File: config.mk
export PLATFORM = sky130hd
export DESIGN_NAME = mem_port_arbiter
export DESIGN_NICKNAME = d
export VERILOG_FILES = /design/src/rtl/mem_port_arbiter.sv
export SDC_FILE = /design/constraint.sdc
export NUM_CORES = 1
export LEC_CHECK = 0
export ABC_AREA = 1
export CAP_MARGIN = 20
export CELL_PAD_IN_SITES_DETAIL_PLACEMENT = 1
export CELL_PAD_IN_SITES_GLOBAL_PLACEMENT = 1
export CORE_UTILIZATION = 31
export CTS_CLUSTER_SIZE = 40
export DETAILED_ROUTE_END_ITERATION = 16
export PLACE_DENSITY_LB_ADDON = 0.08
export SYNTH_ARGS = -nofsm -noshare
export SYNTH_HDL_FRONTEND = slang
export SYNTH_SLANG_ARGS = --single-unit
export TNS_END_PERCENT = 50
File: constraint.sdc
create_clock -name clk -period 2.45 [get_ports clk]
set_input_delay 0.6125 -clock clk [delete_from_list [all_inputs] [get_ports clk]]
set_output_delay 0.6125 -clock clk [all_outputs]
set_load 0.1 [all_outputs]
File: src/rtl/mem_port_arbiter.sv
`default_nettype none
// ============================================================================
// Module   : mem_port_arbiter
// Purpose  : Shares one memory-controller port between the fetch and the
//            load/store ports: data priority, fetch aging, BUSY watchdog.
// Revision : 1.0 - initial release
// ============================================================================
module mem_port_arbiter #(
  parameter int STARVE_LIMIT = 8,
  parameter int TIMEOUT      = 1024
) (
  input  logic        clk,
  input  logic        rst,
  input  logic        instr_enable,
  input  logic [24:0] instr_addr,
  output logic        instr_valid,
  output logic [31:0] instr_result,
  input  logic        data_enable,
  input  logic [24:0] data_addr,
  input  logic        data_we,
  input  logic [31:0] data_wdata,
  input  logic [1:0]  data_oplen,
  input  logic        data_unsigned,
  output logic        data_valid,
  output logic [31:0] data_result,
  output logic        m_instr_enable,
  output logic [24:0] m_instr_addr,
  input  logic        m_instr_valid,
  input  logic [31:0] m_instr_result,
  output logic        m_data_enable,
  output logic [24:0] m_data_addr,
  output logic        m_data_we,
  output logic [31:0] m_data_wdata,
  output logic [1:0]  m_data_oplen,
  output logic        m_data_unsigned,
  input  logic        m_data_valid,
  input  logic [31:0] m_data_result,
  output logic        busy,
  output logic        timeout_err
);

  localparam int              c_WW       = $clog2(STARVE_LIMIT + 1);
  localparam int              c_TW       = (TIMEOUT > 1) ? $clog2(TIMEOUT) : 1;
  localparam logic [c_WW-1:0] c_STARVE   = c_WW'(STARVE_LIMIT);
  localparam logic [c_TW-1:0] c_TMO_LAST = c_TW'(TIMEOUT - 1);
  localparam logic [31:0]     c_TMO_WORD = 32'hDEAD_BEEF;

  typedef enum logic [1:0] {
    S_IDLE = 2'd0,
    S_BUSY = 2'd1,
    S_DONE = 2'd2
  } state_t;

  state_t          r_state;
  logic            r_gnt_data;
  logic            r_abandon;
  logic [c_WW-1:0] r_wait_cnt;
  logic [c_TW-1:0] r_tmo_cnt;

  logic w_data_win;
  logic w_m_valid;
  logic w_req_live;
  logic w_expire;
  logic w_pulse;

  assign w_data_win = data_enable && (r_wait_cnt < c_STARVE);
  assign w_m_valid  = r_gnt_data ? m_data_valid : m_instr_valid;
  assign w_req_live = r_gnt_data ? data_enable : instr_enable;
  assign w_expire   = (TIMEOUT != 0) && (r_tmo_cnt == c_TMO_LAST);
  // A requester that let go of enable at any point in BUSY gets no pulse.
  assign w_pulse    = w_req_live && !r_abandon;

  always_ff @(posedge clk) begin
    if (rst) begin
      r_state         <= S_IDLE;
      r_gnt_data      <= 1'b0;
      r_abandon       <= 1'b0;
      r_wait_cnt      <= '0;
      r_tmo_cnt       <= '0;
      instr_valid     <= 1'b0;
      instr_result    <= '0;
      data_valid      <= 1'b0;
      data_result     <= '0;
      m_instr_enable  <= 1'b0;
      m_instr_addr    <= '0;
      m_data_enable   <= 1'b0;
      m_data_addr     <= '0;
      m_data_we       <= 1'b0;
      m_data_wdata    <= '0;
      m_data_oplen    <= '0;
      m_data_unsigned <= 1'b0;
      busy            <= 1'b0;
      timeout_err     <= 1'b0;
    end else begin
      instr_valid <= 1'b0;
      data_valid  <= 1'b0;
      case (r_state)
        S_IDLE: begin
          if (w_data_win) begin
            r_state         <= S_BUSY;
            busy            <= 1'b1;
            r_gnt_data      <= 1'b1;
            r_abandon       <= 1'b0;
            r_tmo_cnt       <= '0;
            m_data_enable   <= 1'b1;
            m_data_addr     <= data_addr;
            m_data_we       <= data_we;
            m_data_wdata    <= data_wdata;
            m_data_oplen    <= data_oplen;
            m_data_unsigned <= data_unsigned;
            if (instr_enable) begin
              r_wait_cnt <= r_wait_cnt + 1'b1;
            end
          end else if (instr_enable) begin
            r_state        <= S_BUSY;
            busy           <= 1'b1;
            r_gnt_data     <= 1'b0;
            r_abandon      <= 1'b0;
            r_tmo_cnt      <= '0;
            r_wait_cnt     <= '0;
            m_instr_enable <= 1'b1;
            m_instr_addr   <= instr_addr;
          end
        end
        S_BUSY: begin
          r_tmo_cnt <= r_tmo_cnt + 1'b1;
          if (!w_req_live) begin
            r_abandon <= 1'b1;
          end
          // A valid on the expiry edge wins over the watchdog.
          if (w_m_valid || w_expire) begin
            r_state        <= S_DONE;
            m_instr_enable <= 1'b0;
            m_data_enable  <= 1'b0;
            if (!w_m_valid) begin
              timeout_err <= 1'b1;
            end
            if (r_gnt_data) begin
              data_valid  <= w_pulse;
              data_result <= w_m_valid ? m_data_result : c_TMO_WORD;
            end else begin
              instr_valid  <= w_pulse;
              instr_result <= w_m_valid ? m_instr_result : c_TMO_WORD;
            end
          end
        end
        S_DONE: begin
          r_state <= S_IDLE;
          busy    <= 1'b0;
        end
        default: begin
          r_state <= S_IDLE;
          busy    <= 1'b0;
        end
      endcase
    end
  end

endmodule
`default_nettype wire

; Word level (Yosys, flattened, before mapping)
; Index checks and enable logic that the tools add are counted.
[totals]
inputBits = 156
elab_cells = 84
regBits = 174
[classes]
n_addsub = 2
mux = 27
n_lt_le_gt_ge = 1
eq_ne = 8
n_bitwise = 5
reduce_logical = 22
[ops]
columns = op, count
row1 = $mux 32, 2
row2 = $mux 10, 2
row3 = $pmux 10 s2, 1
row4 = $reduce_and 3->1, 6
row5 = $mux 4, 3
row6 = $reduce_and 2->1, 6
row7 = $mux 1, 11
row8 = $add 10x1->10 const B, 1
row9 = $eq 10x10->1 const B, 1
row10 = $ne 2x2->1 const B, 5
row11 = $pmux 1 s2, 4
row12 = $reduce_or 4->1, 2
row13 = $mux 2, 3
row14 = $not 1->1, 5
row15 = $add 4x1->4 const B, 1
row16 = $lt 4x4->1 const B, 1
row17 = $pmux 2 s2, 1
row18 = $reduce_and 4->1, 1
row19 = $reduce_bool 2->1, 2
row20 = $ne 3x3->1 const B, 1
row21 = $eq 2x1->1 const B, 1
row22 = $logic_and 1x1->1, 2
row23 = $logic_not 2->1, 1
row24 = $logic_not 1->1, 1
row25 = $logic_or 1x1->1, 1

; Depth between registers and ports, before layout
[logic_depth]
depth_word = 4
depth_mapped = 11
mapped_depth_nobuf = 9

; Worst setup path before layout
; Ideal clock, no wire load.
[synth_timing]
path_type = input -> register
start = input port instr_enable
end = register m_instr_addr[13]
stages = 8
slack_ns = 0.824
required_ns = 2.332
arrival_time_ns = 1.508
setup_ns = 0.118
path_cell_list = inv_1 nor2_2 inv_2 nor2_2 inv_2 clkbuf_1 nor2_1 nor2_1
[synth_via]
elab_chain_len = 1
[synth_rtl]
columns = item, line
row1 = from (decl), 14  ; input logic instr_enable,
row2 = $reduce_and 3->1 (no source line), --
row3 = to (signal assigned), 122  ; m_instr_addr <= instr_addr;
row4 = to (decl), 27  ; output logic [24:0] m_instr_addr,
; No other way between the ends.
; A chain may end at the register's enable or synchronous reset.

; Worst setup path after layout
[layout_timing]
start = register r_tmo_cnt[0]
end = register instr_result[17]
[layout_via]
elab_chain_len = 3
[layout_rtl]
columns = item, line
row1 = from (decl), 58  ; logic [c_TW-1:0] r_tmo_cnt;
row2 = from (signal assigned), 126  ; r_tmo_cnt <= r_tmo_cnt + 1'b1;
row3 = $eq 10x10->1, 69  ; assign w_expire = (TIMEOUT != 0) && (r_tmo_cnt == c_TMO_LAST);
row4 = $logic_or 1x1->1, 131  ; if (w_m_valid || w_expire) begin
row5 = $reduce_and 3->1 (no source line), --
row6 = to (signal assigned), 143  ; instr_result <= w_m_valid ? m_instr_result : c_TMO_WORD;
row7 = to (decl), 17  ; output logic [31:0] instr_result,
; No other way between the ends.

==> results by stage <==
Floorplanning:
- The initial utilization of the core area, before any placement, comes to 31.9%.
- The die is 155 um tall.
- 312 I/O pins were placed.
- In this run the core area contains 55 standard-cell rows.
- From left edge to right edge, the die measures around 160 um.
- The die covers 24100 um2.
- The core region is 22800 um2.

Power:
- For this design the ratio of total power to cell area is 812 nW/um2.
- The maximum vdd drop is 0.449 mV.
- Total power for the finished layout comes to approximately 9000 uW.
- The analysis attributes to cell leakage a power of a little over 0.005 uW.

Routing:
- The post-detailed-routing wire length is 23800 um.
- The count of routing violations after the opening detailed-route iteration is 282.
- Dividing the detail-routed wire length by the instance count gives approximately 14 um.
- The length of the first detailed-routing pass in iterations is 4.
- The routed via count is around 7500.
- For this run, design rule violations remaining after detail routing come to 0.
- Using the TritonRoute via totals, the vias-per-cell ratio works out to 4.48.
- The count of nets left with antenna violations after detail routing is 0.

Critical path:
- The sort of element at the start of the critical path is a flop.
- The cell type of the slowest stage on the worst timing path is dfxtp_1.
- The startpoint of the lowest-slack register-to-register path is r_tmo_cnt[0]$_SDFFE_PP0P_.
- On the worst path, the slowest cell contributes a delay of between 300 and 400 ps.
- Counting stages on the worst path, the most repeated cell is nand2_1.
- The number of buffer and inverter instances along the worst setup path is 1.
- Walking the worst path, the cells encountered are ha_1, nand2_1, nor2_2, nand3_1, nand2_2, buf_4, nand4_1, nand2_1, nor2_1.
- The kind of end point of the critical path is a flop.
- Broken down by cell family, the worst path's largest delay share belongs to simple AND/OR/NAND/NOR gates.
- Data on the critical path arrives at its endpoint at 2210 ps.
- In this run the critical register-to-register path is captured at instr_result[17]$_SDFFE_PP0P_.
- For the worst setup path, the data required time is 2770 ps.
- Along the worst path, the maximum fanout reaches 35.
- The worst reg-to-reg path cell count is 9.
- The setup slack of the most critical reg-to-reg path is 560 ps.
- The setup path with the least slack is of type flop to flop.

Layout:
- The number of antenna diodes in the final layout is 0.
- The net count of the finished layout is 1515.
- From synthesis to final layout, the design area changed by 49.6%.
- In the layout the commonest cells are nor2_1 (318), nand2_1 (176), dfxtp_1 (174).
- The proportion of layout cells with a drive suffix above 1 is 16.6%.
- The library cell used most frequently in the layout, excluding fill and tap cells, is nor2_1.
- The share of the core filled with cells in the final layout is 47.7%.
- Fill cells in the final layout number 2914.

Synthesis:
- Synthesis produced between 1000 and 1500 cells.
- Summing every instance area after synthesis gives 7290 um2.
- A synthesized cell averages a little under 7 um2.
- The flip-flop and latch count after synthesis is roughly 170.
- During synthesis, Yosys emitted a total of 0 warnings.
- The synthesized design spends more area on one cell type than any other, namely dfxtp_1.
- Sorting the synthesized cells by area gives the leading types as dfxtp_1 (48%), nor2_1 (16%), nand2_1 (9.1%).
- Summed over its instances, the top area cell type makes up 47.8% of the synthesized netlist area.
- The sequential area share after synthesis is 47.8%.
- The unique cell type count in the Yosys netlist is 25.
- The net count after synthesis is between 1000 and 1500.

STA:
- The number of slew-limit violations in the final report was 0.
- The part of the cycle the worst path needs is 77.2%.
- Headroom to the max-slew limit came out at 61.8%.
- The final-report hold violation count is 0.
- The minimum clock period after layout is 1890 ps.
- Setup repair after global routing left no endpoint under its margin.
- The count of final setup violators is 0.
- Across the routed clock network, the largest skew measured is 14.5 ps.
- The highest clock rate is between 0.5 and 0.6 GHz.
- The slew of the pin with the lowest slew margin is 574 ps.
- Summed over all failing endpoints, the final setup total negative slack is 0 ps.

Global routing:
- The first global-routing pass estimated between 30000 and 40000 um of wire.
- The overall global routing resource usage is 19.8%.
- The via count of the first global-routing pass came to approximately 7500.
- Entering global routing, the biggest net connects 64 pins.
- The overflow left after global routing is 0.
- The initial antenna violation count is 0.

Clock tree:
- The CTS tree is yes.
- The clock tree root driver cell is clkbuf_16.
- In this run the post-CTS setup repair buffer count came out at 0.
- The hold-fix buffer count after cts is 0.
- The deepest clock path buffer count is 2.
- The clock tree synthesis step divided the H-tree into 4 levels.
- The post-cts gate resize count is 0.
- The total CTS buffers is 17.
- The clock drives 174 sinks.
- The clock-pin slew reported for the worst setup and hold paths after clock tree synthesis is 70 ps.
- The clock network latency to the later pin of the worst-skew pair is 430 ps.

Job:
- The tool flagged a number of max-cap violations equal to 0.

Min path:
- The worst hold path startpoint is m_instr_enable$_SDFFE_PP0P_.
- The hold path depth is 2.
- The worst hold path belongs to the class flop to flop.
- The path with the worst hold slack has its endpoint at m_instr_enable$_SDFFE_PP0P_.

Placement:
- The HPWL reported at the end of detailed placement is 16400 um.
- The number of buffers inserted by port buffering is 311.
- The placer congestion estimate is a little over 0.7.

Outcome:
- The run finished with clean final reports.
## sequential cells by signal, summed over array words and instances, names as in the netlist
name and count:
data_result 32, instr_result 32, m_data_wdata 32, m_data_addr 25, m_instr_addr 25, r_tmo_cnt 10
r_wait_cnt 4, m_data_oplen 2, r_state 2, busy 1, data_valid 1, instr_valid 1
m_data_enable 1, m_data_unsigned 1, m_data_we 1, m_instr_enable 1, r_abandon 1, r_gnt_data 1
timeout_err 1
## area by class of cell
| cell class | instances | area (um2) | share of cell area, % |
|---|---|---|---|
| clock buffers | 19 | 443 | 4.06 |
| repair buffers | 329 | 2950 | 27.0 |
| flip-flops and latches | 174 | 3480 | 31.9 |
| multi-input cells | 691 | 2970 | 27.2 |
| clock inverters | 13 | 130 | 1.19 |
| well taps | 313 | 392 | 3.59 |
| inverters | 144 | 543 | 4.98 |
## power breakdown
part | internal, uW | total (uW) | switching (uW)
clock network | 1460 | 2690 | 1230
logic | 743 | 3000 | 2260
registers | 3050 | 3170 | 115
## worst max path at each step
stage	cells past startpoint	end	slack, ps	startpoint
2_1_floorplan	8	m_instr_addr[13]$_SDFFE_PP0P_	820	instr_enable
3_3_place_gp	10	m_instr_enable$_SDFFE_PP0P_	130	data_enable
3_5_place_dp	10	m_instr_enable$_SDFFE_PP0P_	120	data_enable
4_1_cts	9	instr_result[17]$_SDFFE_PP0P_	530	r_tmo_cnt[0]$_SDFFE_PP0P_
5_1_grt	9	instr_result[17]$_SDFFE_PP0P_	330	r_tmo_cnt[0]$_SDFFE_PP0P_
6_report	9	instr_result[17]$_SDFFE_PP0P_	560	r_tmo_cnt[0]$_SDFFE_PP0P_
## Yosys cell counts
| master | number |
|---|---|
| a31oi_1 | 1 |
| nand4_1 | 57 |
| nor2_2 | 4 |
| inv_1 | 132 |
| xor2_1 | 2 |
| nand3_2 | 2 |
| ha_1 | 2 |
| o21ai_2 | 1 |
| a21oi_1 | 17 |
| a211oi_1 | 2 |
| buf_2 | 20 |
| clkbuf_1 | 31 |
| a22oi_1 | 1 |
| nand2_1 | 176 |
| buf_4 | 1 |
| inv_2 | 12 |
| nand2_2 | 1 |
| o21ai_1 | 1 |
| nor2_1 | 318 |
| nand3_1 | 10 |
| buf_6 | 3 |
| o21ai_0 | 95 |
| nor3_1 | 1 |
| dfxtp_1 | 174 |
| buf_1 | 12 |
## through the flow
step                      hold WS [ps]  worst slack (ps)  cells  instance area [um2]
after floorplan                    441               824   1076                 7290
after global placement             453               127   1651                10300
after detailed placement           462               118   1651                10300
after CTS                          472               531   1683                10900
after global routing               506               329   1683                10900
final                              467               559   1683                10900
## worst reg2reg max path, stage by stage (launching register included)
cell,delay [ps]
dfxtp_1,370
ha_1,180
nand2_1,100
nor2_2,190
nand3_1,140
nand2_2,140
buf_4,370
nand4_1,180
nand2_1,90
nor2_1,40
## kinds of logic after synthesis
group,Yosys count,share of synthesized area [%]
and+or+nand+nor,569,31.8
AOI/OAI and AO/OA,118,8.27
xor gates and xnor gates,2,0.240
buffers and inverters,211,11.6
adders and majority gates,2,0.343
DFF,174,47.8
## layer usage
metal	global-route usage (%)	vias to the layer above	part of all wire [%]
li1	-	3869	-
met1	23.6	3464	45
met2	34.2	196	48
met3	6.07	13	7.0
met4	5.09	0	0.88
met5	0	-	0
Note: power is estimated with default switching activity, not from simulation.
